### src/rtl/icebreaker_alu_uart.sv
// icebreaker_alu_uart: UART-attached integer ALU (echo / add32 / mul32) for the iCEBreaker board.
// All logic runs on the PLL core clock with a synchronous, active-high internal reset.

module icebreaker_pll (
  input  logic clk_ref,
  output logic clk_core
);
  // Behavioural stand-in; on the board this is SB_PLL40_PAD configured 12 -> 32.256 MHz.
  assign clk_core = clk_ref;
endmodule

module icebreaker_alu_uart #(
  parameter int CLKS_PER_BIT  = 280,
  parameter int TX_FIFO_DEPTH = 16
) (
  input  logic CLK,
  input  logic BTN_N,
  input  logic RX,
  output logic TX
);
  localparam int CW = $clog2(CLKS_PER_BIT);
  localparam int AW = $clog2(TX_FIFO_DEPTH);
  localparam logic [CW-1:0] BIT_LAST  = CW'(CLKS_PER_BIT - 1);
  localparam logic [CW-1:0] HALF_LAST = CW'(CLKS_PER_BIT / 2 - 1);
  localparam logic [7:0] OP_ECHO = 8'hEC;
  localparam logic [7:0] OP_ADD  = 8'hA0;
  localparam logic [7:0] OP_MUL  = 8'hA1;

  logic PLLOUTCORE;
  icebreaker_pll pll (.clk_ref(CLK), .clk_core(PLLOUTCORE));

  logic [1:0] rst_sync;
  logic       rst;
  always_ff @(posedge PLLOUTCORE) rst_sync <= {rst_sync[0], ~BTN_N};
  assign rst = rst_sync[1];

  logic [1:0] rx_sync;
  logic       rx_s, rx_prev;
  always_ff @(posedge PLLOUTCORE) begin
    if (rst) begin
      rx_sync <= 2'b11;
      rx_prev <= 1'b1;
    end else begin
      rx_sync <= {rx_sync[0], RX};
      rx_prev <= rx_sync[1];
    end
  end
  assign rx_s = rx_sync[1];

  // ---------------- UART receiver ----------------
  typedef enum logic [1:0] {RX_IDLE, RX_START, RX_DATA, RX_STOP} rx_state_t;
  rx_state_t     rx_state, rx_state_nx;
  logic [CW-1:0] rx_cnt, rx_cnt_nx;
  logic [2:0]    rx_bit, rx_bit_nx;
  logic [7:0]    rx_sh, rx_sh_nx;
  logic          rx_valid, rx_valid_nx;
  logic [7:0]    rx_byte;

  always_ff @(posedge PLLOUTCORE) begin
    if (rst) begin
      rx_state <= RX_IDLE;
      rx_cnt   <= '0;
      rx_bit   <= '0;
      rx_sh    <= '0;
      rx_valid <= 1'b0;
    end else begin
      rx_state <= rx_state_nx;
      rx_cnt   <= rx_cnt_nx;
      rx_bit   <= rx_bit_nx;
      rx_sh    <= rx_sh_nx;
      rx_valid <= rx_valid_nx;
    end
  end

  always_comb begin
    rx_state_nx = rx_state;
    rx_cnt_nx   = rx_cnt;
    rx_bit_nx   = rx_bit;
    rx_sh_nx    = rx_sh;
    rx_valid_nx = 1'b0;
    unique case (rx_state)
      RX_IDLE: begin
        if (rx_prev && !rx_s) begin
          rx_state_nx = RX_START;
          rx_cnt_nx   = HALF_LAST;
        end
      end
      RX_START: begin
        if (rx_cnt != '0) rx_cnt_nx = rx_cnt - 1'b1;
        else if (rx_s) rx_state_nx = RX_IDLE;
        else begin
          rx_state_nx = RX_DATA;
          rx_cnt_nx   = BIT_LAST;
          rx_bit_nx   = '0;
        end
      end
      RX_DATA: begin
        if (rx_cnt != '0) rx_cnt_nx = rx_cnt - 1'b1;
        else begin
          rx_sh_nx  = {rx_s, rx_sh[7:1]};
          rx_cnt_nx = BIT_LAST;
          rx_bit_nx = rx_bit + 1'b1;
          if (rx_bit == 3'd7) rx_state_nx = RX_STOP;
        end
      end
      RX_STOP: begin
        if (rx_cnt != '0) rx_cnt_nx = rx_cnt - 1'b1;
        else begin
          rx_valid_nx = rx_s;   // low stop bit: framing error, byte dropped
          rx_state_nx = RX_IDLE;
        end
      end
    endcase
  end
  assign rx_byte = rx_sh;

  // ---------------- TX byte FIFO ----------------
  logic [7:0]  fifo_mem [TX_FIFO_DEPTH];
  logic [AW:0] wr_ptr, rd_ptr;
  logic        fifo_empty, fifo_full, push, pop;
  logic [7:0]  push_data;

  assign fifo_empty = (wr_ptr == rd_ptr);
  assign fifo_full  = (wr_ptr[AW] != rd_ptr[AW]) && (wr_ptr[AW-1:0] == rd_ptr[AW-1:0]);

  always_ff @(posedge PLLOUTCORE) begin
    if (push && !fifo_full) fifo_mem[wr_ptr[AW-1:0]] <= push_data;
  end

  always_ff @(posedge PLLOUTCORE) begin
    if (rst) begin
      wr_ptr <= '0;
      rd_ptr <= '0;
    end else begin
      if (push && !fifo_full) wr_ptr <= wr_ptr + 1'b1;
      if (pop) rd_ptr <= rd_ptr + 1'b1;
    end
  end

  // ---------------- UART transmitter ----------------
  typedef enum logic [1:0] {TX_IDLE, TX_START, TX_DATA, TX_STOP} tx_state_t;
  tx_state_t     tx_state, tx_state_nx;
  logic [CW-1:0] tx_cnt, tx_cnt_nx;
  logic [2:0]    tx_bit, tx_bit_nx;
  logic [7:0]    tx_sh, tx_sh_nx;
  logic          tx_line, tx_line_nx;

  always_ff @(posedge PLLOUTCORE) begin
    if (rst) begin
      tx_state <= TX_IDLE;
      tx_cnt   <= '0;
      tx_bit   <= '0;
      tx_sh    <= '0;
      tx_line  <= 1'b1;
    end else begin
      tx_state <= tx_state_nx;
      tx_cnt   <= tx_cnt_nx;
      tx_bit   <= tx_bit_nx;
      tx_sh    <= tx_sh_nx;
      tx_line  <= tx_line_nx;
    end
  end

  always_comb begin
    tx_state_nx = tx_state;
    tx_cnt_nx   = tx_cnt;
    tx_bit_nx   = tx_bit;
    tx_sh_nx    = tx_sh;
    pop         = 1'b0;
    unique case (tx_state)
      TX_IDLE: ;
      TX_START: begin
        if (tx_cnt != '0) tx_cnt_nx = tx_cnt - 1'b1;
        else begin
          tx_state_nx = TX_DATA;
          tx_cnt_nx   = BIT_LAST;
          tx_bit_nx   = '0;
        end
      end
      TX_DATA: begin
        if (tx_cnt != '0) tx_cnt_nx = tx_cnt - 1'b1;
        else begin
          tx_cnt_nx = BIT_LAST;
          tx_bit_nx = tx_bit + 1'b1;
          tx_sh_nx  = {1'b0, tx_sh[7:1]};
          if (tx_bit == 3'd7) tx_state_nx = TX_STOP;
        end
      end
      TX_STOP: begin
        if (tx_cnt != '0) tx_cnt_nx = tx_cnt - 1'b1;
        else tx_state_nx = TX_IDLE;
      end
    endcase
    // Last stop-bit cycle counts as idle so queued bytes go out with no gap.
    if ((tx_state == TX_IDLE || (tx_state == TX_STOP && tx_cnt == '0)) && !fifo_empty) begin
      pop         = 1'b1;
      tx_state_nx = TX_START;
      tx_cnt_nx   = BIT_LAST;
      tx_sh_nx    = fifo_mem[rd_ptr[AW-1:0]];
    end
    tx_line_nx = 1'b1;
    if (tx_state_nx == TX_START) tx_line_nx = 1'b0;
    else if (tx_state_nx == TX_DATA) tx_line_nx = tx_sh_nx[0];
  end
  assign TX = tx_line;

  // ---------------- Packet parser + ALU ----------------
  // state     | meaning
  // P_OPCODE  | waiting for opcode byte
  // P_RSVD    | waiting for reserved byte
  // P_LEN_LO  | waiting for length low byte
  // P_LEN_HI  | waiting for length high byte
  // P_PAYLOAD | consuming payload, echoing or accumulating operands
  // P_RESULT  | pushing the 4 result bytes (add/mul only)
  typedef enum logic [2:0] {P_OPCODE, P_RSVD, P_LEN_LO, P_LEN_HI, P_PAYLOAD, P_RESULT} p_state_t;
  p_state_t    p_state, p_state_nx;
  logic [7:0]  opcode, len_lo;
  logic [15:0] len_rx, pay_len, pay_cnt;
  logic [1:0]  op_idx, res_idx;
  logic [31:0] operand, operand_full, acc;
  logic        operand_done;
  logic        mul_busy;
  logic [5:0]  mul_cnt;
  logic [31:0] mul_a, mul_b, mul_p, mul_p_nx;

  assign len_rx       = {rx_byte, len_lo};
  assign operand_full = {rx_byte, operand[31:8]};
  assign mul_p_nx     = mul_p + (mul_b[0] ? mul_a : 32'd0);

  always_ff @(posedge PLLOUTCORE) begin
    if (rst) p_state <= P_OPCODE;
    else     p_state <= p_state_nx;
  end

  always_comb begin
    p_state_nx   = p_state;
    push         = 1'b0;
    push_data    = rx_byte;
    operand_done = 1'b0;
    unique case (p_state)
      P_OPCODE: if (rx_valid) p_state_nx = P_RSVD;
      P_RSVD:   if (rx_valid) p_state_nx = P_LEN_LO;
      P_LEN_LO: if (rx_valid) p_state_nx = P_LEN_HI;
      P_LEN_HI: if (rx_valid) p_state_nx = (len_rx <= 16'd4) ? P_RESULT : P_PAYLOAD;
      P_PAYLOAD: begin
        if (rx_valid) begin
          push         = (opcode == OP_ECHO);
          operand_done = (op_idx == 2'd3);
          if (pay_cnt + 16'd1 == pay_len) p_state_nx = P_RESULT;
        end
      end
      P_RESULT: begin
        if (opcode != OP_ADD && opcode != OP_MUL) p_state_nx = P_OPCODE;
        else if (!mul_busy) begin
          push      = 1'b1;
          push_data = acc[{res_idx, 3'b000} +: 8];
          if (res_idx == 2'd3) p_state_nx = P_OPCODE;
        end
      end
      default: p_state_nx = P_OPCODE;
    endcase
  end

  always_ff @(posedge PLLOUTCORE) begin
    if (rst) begin
      opcode   <= '0;
      len_lo   <= '0;
      pay_len  <= '0;
      pay_cnt  <= '0;
      op_idx   <= '0;
      res_idx  <= '0;
      operand  <= '0;
      acc      <= '0;
      mul_busy <= 1'b0;
      mul_cnt  <= '0;
      mul_a    <= '0;
      mul_b    <= '0;
      mul_p    <= '0;
    end else begin
      if (p_state == P_OPCODE && rx_valid) begin
        opcode  <= rx_byte;
        acc     <= (rx_byte == OP_MUL) ? 32'd1 : 32'd0;
        op_idx  <= '0;
        pay_cnt <= '0;
        res_idx <= '0;
      end
      if (p_state == P_LEN_LO && rx_valid) len_lo <= rx_byte;
      if (p_state == P_LEN_HI && rx_valid) pay_len <= (len_rx <= 16'd4) ? 16'd0 : len_rx - 16'd4;
      if (p_state == P_PAYLOAD && rx_valid) begin
        pay_cnt <= pay_cnt + 16'd1;
        op_idx  <= op_idx + 2'd1;
        operand <= operand_full;
      end
      if (operand_done) begin
        if (opcode == OP_ADD) acc <= acc + operand_full;
        else if (opcode == OP_MUL) begin
          mul_busy <= 1'b1;
          mul_cnt  <= 6'd32;
          mul_a    <= acc;
          mul_b    <= operand_full;
          mul_p    <= '0;
        end
      end
      // Shift-add multiply: 32 cycles, far below the byte spacing on the line.
      if (mul_busy) begin
        mul_p   <= mul_p_nx;
        mul_a   <= {mul_a[30:0], 1'b0};
        mul_b   <= {1'b0, mul_b[31:1]};
        mul_cnt <= mul_cnt - 6'd1;
        if (mul_cnt == 6'd1) begin
          mul_busy <= 1'b0;
          acc      <= mul_p_nx;
        end
      end
      if (p_state == P_RESULT && push) res_idx <= res_idx + 2'd1;
    end
  end
endmodule

### config.mk
export PLATFORM = sky130hd
export DESIGN_NAME = icebreaker_alu_uart
export DESIGN_NICKNAME = d
export VERILOG_FILES = /design/src/rtl/icebreaker_alu_uart.sv
export SDC_FILE = /design/constraint.sdc
export NUM_CORES = 1
export LEC_CHECK = 0
export CORE_ASPECT_RATIO = 0.5
export CORE_MARGIN = 1.5
export CORE_UTILIZATION = 34
export DETAILED_ROUTE_END_ITERATION = 10
export PLACE_DENSITY = 0.57
export SLEW_MARGIN = 25
export SYNTH_ARGS = -nofsm -noshare
export SYNTH_HDL_FRONTEND = slang
export SYNTH_SLANG_ARGS = --single-unit
### constraint.sdc
create_clock -name CLK -period 3.38 [get_ports CLK]
set_clock_uncertainty 0.05 [all_clocks]
set_input_delay 0.676 -clock CLK [delete_from_list [all_inputs] [get_ports CLK]]
set_output_delay 0.676 -clock CLK [all_outputs]
set_load 0.05 [all_outputs]
==> metrics.csv <==
stage,metric,value,unit
yosys,synth_top_family_by_area,simple AND/OR/NAND/NOR gates,
clocking,cts-buffers-inserted,41,
critical_path,critPathBufInv,0,
detailed_routing,drc_errors,0,
critical_path,cp_slowest_cell,nor4b_2,
yosys,yosysWarnings,0,
global_routing,grt_pass1_wl,83700,um
status,status,completed,
die,dieWidth,355,um
global_routing,grt_max_degree,93,
placed_design,hpwl,36100,um
critical_path,worst_setup_path_end_kind,flip-flop,
detailed_routing,finalWirelength,51800,um
layout,insertedDiodeCount,0,
critical_path,cp_top_family,compound AO/OA/AOI/OAI gates,
clocking,path_clk_slew,60,ps
yosys,ys_types,90,
die,die-area,63400,um^2
power_and_ir_drop,p_leak,8.66,nW
yosys,ys_seq_elements,407,
clocking,clk_latency,570,ps
die,ios,4,
global_routing,first_global_vias,15200,
global_routing,grt-ovfl-total,0,
layout,fillers,6061,
yosys,synth-edff-count,128,
power_and_ir_drop,ir_drop,300,uV
yosys,yosysTopAreaCell,dfxtp_1,
yosys,synthCells,2211,
yosys,synth_compound_area_share,15.1,%
clocking,cts-root-buf,clkbuf_16,
clocking,htree_levels,2,
layout,area_growth,13.1,%
power_and_ir_drop,power_density,458,nW/um^2
timing,tns,0,ps
timing,worstMarginPinSlew,828,ps
yosys,synth_area_leaders,"dfxtp_1 (27%), edfxtp_1 (18%), a21oi_1 (6.1%)",
clocking,cts_max_path_buffers,3,
timing,period_needed,3270,ps
timing,relSlewSlack,44.6,%
placed_design,port_buffers,3,
detailed_routing,via_count,16000,
die,die_y,179,um
layout,drive_above_1_share,12.0,%
yosys,syn-num-nets,2302,
placed_design,dp_slack,-74.3,ps
detailed_routing,first_pass_iters,5,
layout,multi_input_area,11100,um^2
global_routing,track_usage,16.3,%
yosys,synthArstFlopShare,0,%
global_routing,grt_antenna_before_repair,0,
placed_design,routabilityCongestion,0.863,
yosys,ys_seq_area_share,44.9,%
yosys,synth_xor_area_share,4.91,%
min_path,hold_class,flip-flop to flip-flop,
detailed_routing,final_antenna_net_count,0,
layout,final_net_count,2304,
yosys,yosys-mux-area-fraction,9.19,%
critical_path,crit_fanout,10,
power_and_ir_drop,p_total,10.9,mW
critical_path,crit_type,flip-flop to flip-flop,
critical_path,startpoint_type,flip-flop,
yosys,synthAdderAreaFrac,5.31,%
yosys,yosys.area_share.simple,17.5,%
timing,period_share,96.9,%
yosys,synth.avg_cell_area,9.51,um^2
yosys,synth_top_area_share,26.6,%
critical_path,rrSetupSlack,110,ps
timing,worst_slack,106,ps
timing,max_freq,305,MHz
die,design.core.area,61100,um^2
critical_path,critical_path.most_common_cell,nor2_1,
critical_path,cp.required,3780,ps
critical_path,path_cells,and2_1 > ha_1 > fa_1 > a21o_1 > a21oi_2 > o21a_1 > nor4_4 > nor4b_2 > nor2_1 > a21oi_1 > nor2_1 > xnor2_1 > a2111oi_0,
run,max-cap-violations,0,
critical_path,arrival,3680,ps
die,start_util,34.4,%
detailed_routing,post_drt_wl_per_cell,16.9,um
detailed_routing,drt_iter0_drc,1239,
clocking,cts_tree,yes,
detailed_routing,avgViaCountPerCell,5.21,
timing,finalSetupViolCount,0,
clocking,clock_sinks,407,
yosys,ys.flop_type,dfxtp_1,
timing,finalHoldViolations,0,
yosys,syn_area,21000,um^2
die,num_rows,64,
timing,slew_viol_final,0,
layout,seq_area,9440,um^2
critical_path,max_stage_delay,410,ps
[path summary, 6_finish.rpt]
kind | startpoint | end | cells past startpoint
max | mul_b[0] | acc[24] | 13
min | rst_sync[0] | rst_sync[1] | 0
max reg2reg | mul_b[0] | acc[24] | 13
min reg2reg | rst_sync[0] | rst_sync[1] | 0
[sequential cells by signal, summed over array words and instances (netlist names), 5 cells and up, named ones only]
name	cells
acc	32
fifo_mem	128
len_lo	8
mul_a	32
mul_b	32
mul_cnt	6
mul_p	32
opcode	8
operand	24
pay_cnt	16
pay_len	16
rd_ptr	5
rx_byte	8
rx_cnt	9
tx_cnt	9
tx_sh	8
wr_ptr	5
[worst reg2reg max path, stage by stage, from the launching register on]
cell       delay [ps]
dfxtp_4           380
and2_1            150
ha_1              200
fa_1              400
a21o_1            190
a21oi_2           150
o21a_1            230
nor4_4            100
nor4b_2           410
nor2_1            130
a21oi_1           180
nor2_1             70
xnor2_1           140
a2111oi_0         380
[cell type report]
| class | instances | share of cell area [%] |
|---|---|---|
| Inverter | 39 | 0.616 |
| Tap cell | 825 | 4.34 |
| Multi-Input combinational cell | 1634 | 46.5 |
| Clock inverter | 18 | 0.911 |
| Clock buffer | 54 | 4.77 |
| Sequential cell | 407 | 39.7 |
| Timing Repair Buffer | 90 | 3.15 |
[synthesized netlist by cell type (all sizes together), types with 8 or more instances]
| cell type | n |
|---|---|
| mux2 | 8 |
| o211ai | 9 |
| ha | 86 |
| nand4 | 12 |
| edfxtp | 128 |
| mux4 | 48 |
| xor2 | 36 |
| xnor2 | 81 |
| nor4 | 13 |
| and3 | 11 |
| a31oi | 13 |
| a221oi | 10 |
| a211oi | 23 |
| nand2 | 190 |
| inv | 39 |
| buf | 35 |
| nor3 | 59 |
| mux2i | 76 |
| nand2b | 15 |
| a21o | 32 |
| dfxtp | 279 |
| clkbuf | 96 |
| nor2 | 328 |
| nor2b | 16 |
| a22oi | 14 |
| nor3b | 28 |
| a21oi | 262 |
| and2 | 36 |
| o21ai | 61 |
| a311oi | 14 |
| o31ai | 8 |
| o21a | 9 |
| or3 | 8 |
| nand3 | 39 |
[layer usage]
layer	routed length [um]	global-route usage, %	vias up
met1	25200	22.8	7647
met4	994	3.86	0
li1	-	-	7974
met3	2230	2.44	68
met5	0	0	-
met2	23400	26.5	298
[repair_timing]
action / in CTS / in global routing
pin swaps: 0 / 2
buffers inserted: 0 / 1
gates resized for setup: 3 / 21
endpoints found under the setup margin: 4 / 12
hold buffers: 0 / 0
[placed cells by master (no fill, tap or decap), types with 6 or more instances in the layout]
master and instances:
nor2_1 326, dfxtp_1 275, a21oi_1 256, nand2_1 188
edfxtp_1 128, ha_1 86, buf_4 82, xnor2_1 80
mux2i_1 76, nor3_1 56, o21ai_0 56, mux4_2 48
clkbuf_16 41, inv_1 39, nand3_1 38, xor2_1 36
and2_1 35, a21o_1 31, nor3b_1 28, a211oi_1 21
nor2b_1 16, nand2b_1 14, a22oi_1 14, a311oi_1 14
nor4_1 12, nand4_1 12, and3_1 11, a31oi_1 10
o21a_1 9, o211ai_1 9, a221oi_1 9, mux2_2 8
or3_1 8, o21bai_1 7, or2_2 7, clkbuf_1 7
nand3b_1 6, o31ai_1 6, clkinv_2 6, clkbuf_8 6
[through the flow]
stage               area (um^2)  instances  util (%)  hold WS (ps)
floorplan                 21000       2211         -           260
global placement          22300       2993      36.5           261
detailed placement        22300       2993      36.5           272
CTS                       23600       3065      38.7           278
global route              23800       3067      38.9           290
finish                    23800       3067      38.9           276
[power breakdown]
group / internal (mW) / switching (mW)
Sequential: 5.09 / 0.109
Clock: 2.62 / 1.98
Combinational: 0.463 / 0.617
[cell families (layout without fill, tap and decap cells)]
family                     after synthesis  in the layout
AOI/OAI and AO/OA                      509            509
muxes                                  132            132
DFF                                    407            407
and+or+nand+nor                        788            788
adders and majority gates               88             88
buffers and inverters                  170            201
xor gates and xnor gates               117            117
(Power assumes the default switching activity.)
